## src/rtl/mult_2x1_arb_if.sv

```systemverilog
// Handshake bundle between requesters, the arbiter, the shared multiplier and the response consumer.
// slave = arbiter view; master = environment view (requesters, multiplier, consumer).
// req_lock only exists when MULT_ARB_LOCK_EN is defined.
interface mult_2x1_arb_if #(
  parameter int BIT_NUM = 18,
  parameter int NREQ    = 4,
  parameter int ID_W    = 2
);
  logic [NREQ-1:0]         req_valid;
  logic [NREQ-1:0]         req_ready;
  logic [NREQ*BIT_NUM-1:0] req_a00;
  logic [NREQ*BIT_NUM-1:0] req_a10;
  logic [NREQ*BIT_NUM-1:0] req_b;
`ifdef MULT_ARB_LOCK_EN
  logic [NREQ-1:0]         req_lock;
`endif
  logic [BIT_NUM-1:0]      mul_a00;
  logic [BIT_NUM-1:0]      mul_a10;
  logic [BIT_NUM-1:0]      mul_b;
  logic [BIT_NUM-1:0]      mul_c00;
  logic [BIT_NUM-1:0]      mul_c10;
  logic                    rsp_valid;
  logic                    rsp_ready;
  logic [ID_W-1:0]         rsp_id;
  logic [BIT_NUM-1:0]      rsp_c00;
  logic [BIT_NUM-1:0]      rsp_c10;

  modport slave (
`ifdef MULT_ARB_LOCK_EN
    input  req_lock,
`endif
    input  req_valid, req_a00, req_a10, req_b,
    output req_ready,
    output mul_a00, mul_a10, mul_b,
    input  mul_c00, mul_c10,
    output rsp_valid, rsp_id, rsp_c00, rsp_c10,
    input  rsp_ready
  );

  modport master (
`ifdef MULT_ARB_LOCK_EN
    output req_lock,
`endif
    output req_valid, req_a00, req_a10, req_b,
    input  req_ready,
    input  mul_a00, mul_a10, mul_b,
    output mul_c00, mul_c10,
    input  rsp_valid, rsp_id, rsp_c00, rsp_c10,
    output rsp_ready
  );
endinterface

```

## src/rtl/mult_2x1_arb.sv

```systemverilog
// Round-robin arbiter sharing one registered 2x1*1x1 fixed-point multiplier among NREQ requesters.
// Latency: grant in cycle N, tagged result at response FIFO head from cycle N+2; one issue/cycle at full rate.
// Backpressure: grants stop while FIFO entries plus the in-flight result would exceed 2 (MULT_ARB_LOCK_EN adds req_lock).
module mult_2x1_arb #(
  parameter int BIT_NUM  = 18,
  parameter int FRAC_NUM = 9,
  parameter int NREQ     = 4,
  parameter int ID_W     = 2
) (
  input logic           clk,
  input logic           rst,
  mult_2x1_arb_if.slave bus
);

  typedef struct packed {
    logic [ID_W-1:0]    id;
    logic [BIT_NUM-1:0] c00;
    logic [BIT_NUM-1:0] c10;
  } rsp_t;

  // Parameter sanity; FRAC_NUM only describes the operand format, results pass through untouched.
  if (NREQ < 2 || NREQ > 8) begin : g_bad_nreq
    $error("NREQ must be in 2..8");
  end
  if (ID_W != $clog2(NREQ)) begin : g_bad_idw
    $error("ID_W must equal clog2(NREQ)");
  end
  if (FRAC_NUM < 0 || FRAC_NUM >= BIT_NUM) begin : g_bad_frac
    $error("FRAC_NUM must be in 0..BIT_NUM-1");
  end

  logic [ID_W-1:0] rr_ptr;
  logic            inflight;
  logic [ID_W-1:0] inflight_id;

  rsp_t            mem [2];
  logic            wr_ptr;
  logic            rd_ptr;
  logic [1:0]      cnt;

  logic            pop;
  logic            push;
  logic [2:0]      occupancy;
  logic            space_ok;
  logic            gnt_found;
  logic [ID_W-1:0] gnt_id;
  logic [ID_W-1:0] next_ptr;
  logic            issue;

  assign pop       = bus.rsp_valid & bus.rsp_ready;
  assign push      = inflight;
  // A pop this cycle frees a slot for a result issued this cycle (it lands two edges later).
  assign occupancy = {1'b0, cnt} + {2'b00, inflight} - {2'b00, pop};
  assign space_ok  = (occupancy < 3'd2);

  // Find the first valid requester starting at rr_ptr, wrapping mod NREQ.
  always_comb begin
    int idx;
    gnt_found = 1'b0;
    gnt_id    = '0;
    for (int k = 0; k < NREQ; k++) begin
      idx = int'(rr_ptr) + k;
      if (idx >= NREQ) idx = idx - NREQ;
      if (!gnt_found && bus.req_valid[idx]) begin
        gnt_found = 1'b1;
        gnt_id    = ID_W'(idx);
      end
    end
  end

  // One-hot grant; forced low during reset so nothing transfers while state is being cleared.
  always_comb begin
    bus.req_ready = '0;
    if (!rst && space_ok && gnt_found) bus.req_ready = NREQ'(1) << gnt_id;
  end

  assign issue = |(bus.req_valid & bus.req_ready);

  // Operand mux toward the multiplier; zero when idle so the multiplier inputs are quiet.
  always_comb begin
    bus.mul_a00 = '0;
    bus.mul_a10 = '0;
    bus.mul_b   = '0;
    if (issue) begin
      bus.mul_a00 = bus.req_a00[gnt_id*BIT_NUM +: BIT_NUM];
      bus.mul_a10 = bus.req_a10[gnt_id*BIT_NUM +: BIT_NUM];
      bus.mul_b   = bus.req_b[gnt_id*BIT_NUM +: BIT_NUM];
    end
  end

  // Next search start: one past the winner, or the winner itself when it holds a lock.
  always_comb begin
    next_ptr = (int'(gnt_id) == NREQ - 1) ? '0 : gnt_id + ID_W'(1);
`ifdef MULT_ARB_LOCK_EN
    if (bus.req_lock[gnt_id]) next_ptr = gnt_id;
`endif
  end

  // Arbitration pointer and one-deep in-flight tracker matching the multiplier's register stage.
  always_ff @(posedge clk or posedge rst) begin
    if (rst) begin
      rr_ptr      <= '0;
      inflight    <= 1'b0;
      inflight_id <= '0;
    end else begin
      inflight <= issue;
      if (issue) begin
        rr_ptr      <= next_ptr;
        inflight_id <= gnt_id;
      end
    end
  end

  // Two-entry response FIFO; the multiplier result is captured the cycle after its issue.
  always_ff @(posedge clk or posedge rst) begin
    if (rst) begin
      wr_ptr <= 1'b0;
      rd_ptr <= 1'b0;
      cnt    <= 2'd0;
      mem[0] <= '0;
      mem[1] <= '0;
    end else begin
      if (push) begin
        mem[wr_ptr] <= {inflight_id, bus.mul_c00, bus.mul_c10};
        wr_ptr      <= ~wr_ptr;
      end
      if (pop) rd_ptr <= ~rd_ptr;
      cnt <= cnt + {1'b0, push} - {1'b0, pop};
    end
  end

  assign bus.rsp_valid = (cnt != 2'd0);
  assign bus.rsp_id    = mem[rd_ptr].id;
  assign bus.rsp_c00   = mem[rd_ptr].c00;
  assign bus.rsp_c10   = mem[rd_ptr].c10;

endmodule
```

## src/flat_wrapper.sv

```systemverilog
// flat-port wrapper written by rule: the top's interface ports become plain ports
module mult_2x1_arb_flat 
#(
  parameter int BIT_NUM  = 18,
  parameter int FRAC_NUM = 9,
  parameter int NREQ     = 4,
  parameter int ID_W     = 2
)
  (clk, rst, bus_req_valid, bus_req_a00, bus_req_a10, bus_req_b, bus_req_ready, bus_mul_a00, bus_mul_a10, bus_mul_b, bus_mul_c00, bus_mul_c10, bus_rsp_valid, bus_rsp_id, bus_rsp_c00, bus_rsp_c10, bus_rsp_ready);
  mult_2x1_arb_if #(.BIT_NUM(BIT_NUM), .NREQ(NREQ), .ID_W(ID_W)) bus_i ();
  input logic clk;
  input logic rst;
  input wire logic [$bits(bus_i.req_valid)-1:0] bus_req_valid;
  input wire logic [$bits(bus_i.req_a00)-1:0] bus_req_a00;
  input wire logic [$bits(bus_i.req_a10)-1:0] bus_req_a10;
  input wire logic [$bits(bus_i.req_b)-1:0] bus_req_b;
  output wire logic [$bits(bus_i.req_ready)-1:0] bus_req_ready;
  output wire logic [$bits(bus_i.mul_a00)-1:0] bus_mul_a00;
  output wire logic [$bits(bus_i.mul_a10)-1:0] bus_mul_a10;
  output wire logic [$bits(bus_i.mul_b)-1:0] bus_mul_b;
  input wire logic [$bits(bus_i.mul_c00)-1:0] bus_mul_c00;
  input wire logic [$bits(bus_i.mul_c10)-1:0] bus_mul_c10;
  output wire logic [$bits(bus_i.rsp_valid)-1:0] bus_rsp_valid;
  output wire logic [$bits(bus_i.rsp_id)-1:0] bus_rsp_id;
  output wire logic [$bits(bus_i.rsp_c00)-1:0] bus_rsp_c00;
  output wire logic [$bits(bus_i.rsp_c10)-1:0] bus_rsp_c10;
  input wire logic [$bits(bus_i.rsp_ready)-1:0] bus_rsp_ready;
  assign bus_i.req_valid = bus_req_valid;
  assign bus_i.req_a00 = bus_req_a00;
  assign bus_i.req_a10 = bus_req_a10;
  assign bus_i.req_b = bus_req_b;
  assign bus_req_ready = bus_i.req_ready;
  assign bus_mul_a00 = bus_i.mul_a00;
  assign bus_mul_a10 = bus_i.mul_a10;
  assign bus_mul_b = bus_i.mul_b;
  assign bus_i.mul_c00 = bus_mul_c00;
  assign bus_i.mul_c10 = bus_mul_c10;
  assign bus_rsp_valid = bus_i.rsp_valid;
  assign bus_rsp_id = bus_i.rsp_id;
  assign bus_rsp_c00 = bus_i.rsp_c00;
  assign bus_rsp_c10 = bus_i.rsp_c10;
  assign bus_i.rsp_ready = bus_rsp_ready;
  mult_2x1_arb #(.BIT_NUM(BIT_NUM), .FRAC_NUM(FRAC_NUM), .NREQ(NREQ), .ID_W(ID_W)) u_core (.clk(clk), .rst(rst), .bus(bus_i));
endmodule
```

## config.mk

```make
export PLATFORM = sky130hd
export DESIGN_NAME = mult_2x1_arb_flat
export DESIGN_NICKNAME = d
export VERILOG_FILES = /design/src/rtl/mult_2x1_arb_if.sv /design/src/rtl/mult_2x1_arb.sv /design/src/flat_wrapper.sv
export SDC_FILE = /design/constraint.sdc
export NUM_CORES = 1
export LEC_CHECK = 0
export ABC_AREA = 1
export CORE_ASPECT_RATIO = 0.6
export CORE_MARGIN = 2
export CORE_UTILIZATION = 41
export DETAILED_ROUTE_END_ITERATION = 10
export HOLD_SLACK_MARGIN = 0.02
export PLACE_DENSITY = 0.82
export SLEW_MARGIN = 15
export SYNTH_ARGS = -nofsm -noshare
export SYNTH_HDL_FRONTEND = slang
export SYNTH_SLANG_ARGS = --single-unit
export TNS_END_PERCENT = 20
```

## constraint.sdc

```tcl
create_clock -name clk -period 4.9 [get_ports clk]
set_clock_uncertainty 0.05 [all_clocks]
set_input_delay 1.225 -clock clk [delete_from_list [all_inputs] [get_ports clk]]
set_output_delay 1.225 -clock clk [all_outputs]
set_load 0.01 [all_outputs]
```

==> out/results.ini <==
[outcome]
outcome = finished, violations left
failing_checks = setup timing

[global_routing]
gr-total-overflow = 0
grt_start_max_net_pins = 106
grt_pass1_wl_um = 42260
grt_antenna_before_repair = 0
via_count_of_the_first_global_routing_pass = 7825
gr-usage-all-layers = 0.2865

[clocking]
htree_levels = 3
insertion_delay_ps = 340
cts.reportedPaths.clkPinSlew_ps = 60
cts_inserted_buffers = 9
tritoncts = built
cts_sinks = 85
clock-root-buffer = sky130_fd_sc_hd__clkbuf_16
hold_buffers = 0
cts_buffer_depth = 2

[synth]
synth_edf_count = 0
synth_area_sq_um = 7076
synthesis.instances = 1109
netlist.top_cell.by_area = sky130_fd_sc_hd__dfrtp_1
synth.avg_cell_area_sq_um = 6.380
netlist_top_cells_count = 272 x sky130_fd_sc_hd__inv_1, 240 x sky130_fd_sc_hd__nand2_1, 114 x sky130_fd_sc_hd__nand3_1, 113 x sky130_fd_sc_hd__nand4_1, 85 x sky130_fd_sc_hd__dfrtp_1
synth_top_area_share = 0.3006
netlist-cell-type-count = 28
postSynth.topFlopCell = sky130_fd_sc_hd__dfrtp_1
post-synth-top-count-cell = sky130_fd_sc_hd__inv_1
synth_async_sr_flop_share = 1.000
largest_cells_by_area_after_synthesis = sky130_fd_sc_hd__dfrtp_1 30%, sky130_fd_sc_hd__inv_1 14%, sky130_fd_sc_hd__nand2_1 13%, sky130_fd_sc_hd__nand4_1 10%, sky130_fd_sc_hd__nand3_1 8.1%
synth_seq_cells = 85
synth_nets = 1375
synthesis.yosys.warnings = 0
synth_sequential_area_ratio = 0.3006

[worst_setup_path]
start_kind = input port
cp_slowest_cell = sky130_fd_sc_hd__fa_2
cp_top_family = adder cells
worst_path_bufs_invs = 9
setup.worst_path.class = in -> out
cp.required_ps = 3620
slowest_delay_ps = 530
worst-endpoint-arrival_ps = 3640
path_max_fanout = 8
worst_setup_path_end_kind = output port
critical_path.cell_chain = buf_6 > nand2_4 > inv_4 > ha_4 > inv_4 > ha_4 > inv_2 > fa_2 > inv_2 > nor3_2 > buf_4 > nand4_1 > nand2_2 > nor2_4 > buf_6 > buf_12 > a21oi_1 > buf_2

[layout]
fillerInstances = 1484
layout-area-overhead-vs-synth_pct = 59.72
final_cell_area_sq_um = 11300
n_antenna_cell = 0
drive_above_1_share = 0.1634
num-nets-final = 1699

[power]
power.static_leakage_uw = 0.005899
pwr-share-seq = 0.173
power.share.combinational = 0.734
power_per_cell_area_nw_per_um2 = 646.2
p_sw_uw = 3668
pwr-share-clk = 0.093
netSwitchingFraction = 0.5023
internal_power_uw = 3634
power.ir.vdd_worst_mv = 0.4325

[place]
gp_congestion = 1.052
post_dp_cell_area_sq_um = 10900
port_buffer_cells = 355
detailed_place_hpwl_um = 19860

[hold_path]
worst_hold_path_type = reg -> reg

[floorplanning]
die-area_sq_um = 18360
top_ports = 356
fp.dieW_um = 173.6
die_h_um = 105.8
rows = 37
placeable_area_sq_um = 17040
initial_utilization = 0.4153

[route]
wl_per_instance_um = 16.49
drc = 0
drt_iter0_markers = 963
via_count = 8520
postRouteWirelength_um = 27570
antenna_violating_nets_post_route = 0
detailed_routing_iteration_count_for_the_pre_antenna_repair_pass = 6
vias_cell = 5.096

[sta]
final.hold.worst_slack_ps = 430.8
final-hold-violation-count = 0
setup_viol = 2
grt_setup_unrepaired = yes
max_clock_freq_mhz = 203.5
worst-slew-pin-transition_ps = 772.0
post-route-min-period_ps = 4915
final-max-slew-violation-count = 0
relSlewSlack = 0.4847
final.setup.worst_slack_ps = -14.93
ratio_of_final_minimum_period_to_clock_period = 1.003

[run]
maxCapViolCount = 0

-- tightest hold or removal path: stages, from the launching register on --
cell                      delay (ps)
sky130_fd_sc_hd__dfrtp_1         340
sky130_fd_sc_hd__nand2_1          50
sky130_fd_sc_hd__o21ai_0          60
-- area by class of cell --
type,count,area [sq um],area share
inverter,277,1046,0.09256
sequential,85,2127,0.1882
tap,234,292.8,0.02591
timing repair buffer,399,3741,0.3310
multi-input combinational,661,3795,0.3358
clock buffer,10,229.0,0.02026
clock inverter,6,70.07,0.006200
-- power groups by stage --
stage	Sequential, uW	Combinational (uW)	Clock [uW]
floorplan	1190	3050	0
finish	1260	5360	679
global route	1310	5790	717
global placement	1240	5040	0
CTS	1260	5160	692
detailed placement	1260	5020	0
-- flip-flops by register name (all words and copies together), names as in the netlist --
signal	count
u_core.cnt	2
u_core.inflight	1
u_core.inflight_id	2
u_core.mem	76
u_core.rd_ptr	1
u_core.rr_ptr	2
u_core.wr_ptr	1
-- metrics by stage --
| stage | power, uW | utilization | setup WS, ps | setup TNS (ps) | instances |
|---|---|---|---|---|---|
| after floorplan | 4237 | - | 88.48 | 0 | 1109 |
| after global placement | 6275 | 0.6397 | -797.7 | -39840 | 1651 |
| after detailed placement | 6284 | 0.6397 | -805.7 | -41860 | 1651 |
| after CTS | 7110 | 0.6557 | 57.14 | 0 | 1674 |
| after global routing | 7821 | 0.6633 | -106.2 | -1949 | 1672 |
| final | 7302 | 0.6633 | -14.93 | -16.71 | 1672 |
-- placed cells by master (no fill, tap or decap), drive strengths merged --
master and n:
nor3 1, a21oi 54, or2 2, nand2 243, inv 278, xnor2 1
o21ai 78, ha 6, nand4 113, xor2 1, fa 1, mux2 38
nor2 6, clkdlybuf4s50 292, clkinvlp 3, dlygate4sd2 8, clkinv 1, bufinv 1
nand3 117, dfrtp 85, buf 99, clkbuf 10
-- kinds of logic (layout without fill, tap and decap cells) --
kind of cell               after synthesis  count (layout)  synth area share
AOI/OAI and AO/OA                      132             132           0.09337
xor gates and xnor gates                 2               2          0.002476
adders and majority gates                7               7           0.01344
buffers and inverters                  363             692            0.2060
DFF                                     85              85            0.3006
muxes                                   38              38           0.06048
and+or+nand+nor                        482             482            0.3236
-- path summary, 6_finish.rpt --
kind,start,to,slack [ps],depth (start not counted)
max,bus_rsp_ready,bus_mul_b[2],-10,18
max reg2reg,u_core.cnt[1],u_core.rr_ptr[1],1830,18
min reg2reg,u_core.mem[6],u_core.mem[6],430,2
min,u_core.mem[6],u_core.mem[6],430,2
max in group asynchronous,rst,u_core.mem[43],2670,3
min in group asynchronous,rst,u_core.mem[46],1350,2
-- metal layers --
layer  track usage  wire length (um)  share of wire
met4       0.06963               578          0.021
met5             0                 0              0
met3       0.05988              2338          0.085
met1        0.3861             11530           0.42
met2        0.4726             13120           0.48
-- what timing repair did --
action | in CTS | in global routing
buffers inserted | 5 | 0
pin swaps | 11 | 5
resized for setup | 274 | 38
cloned | 2 | 0
endpoints found under the setup margin | 58 | 51
No activity file was read; power rests on OpenSTA's default activity.
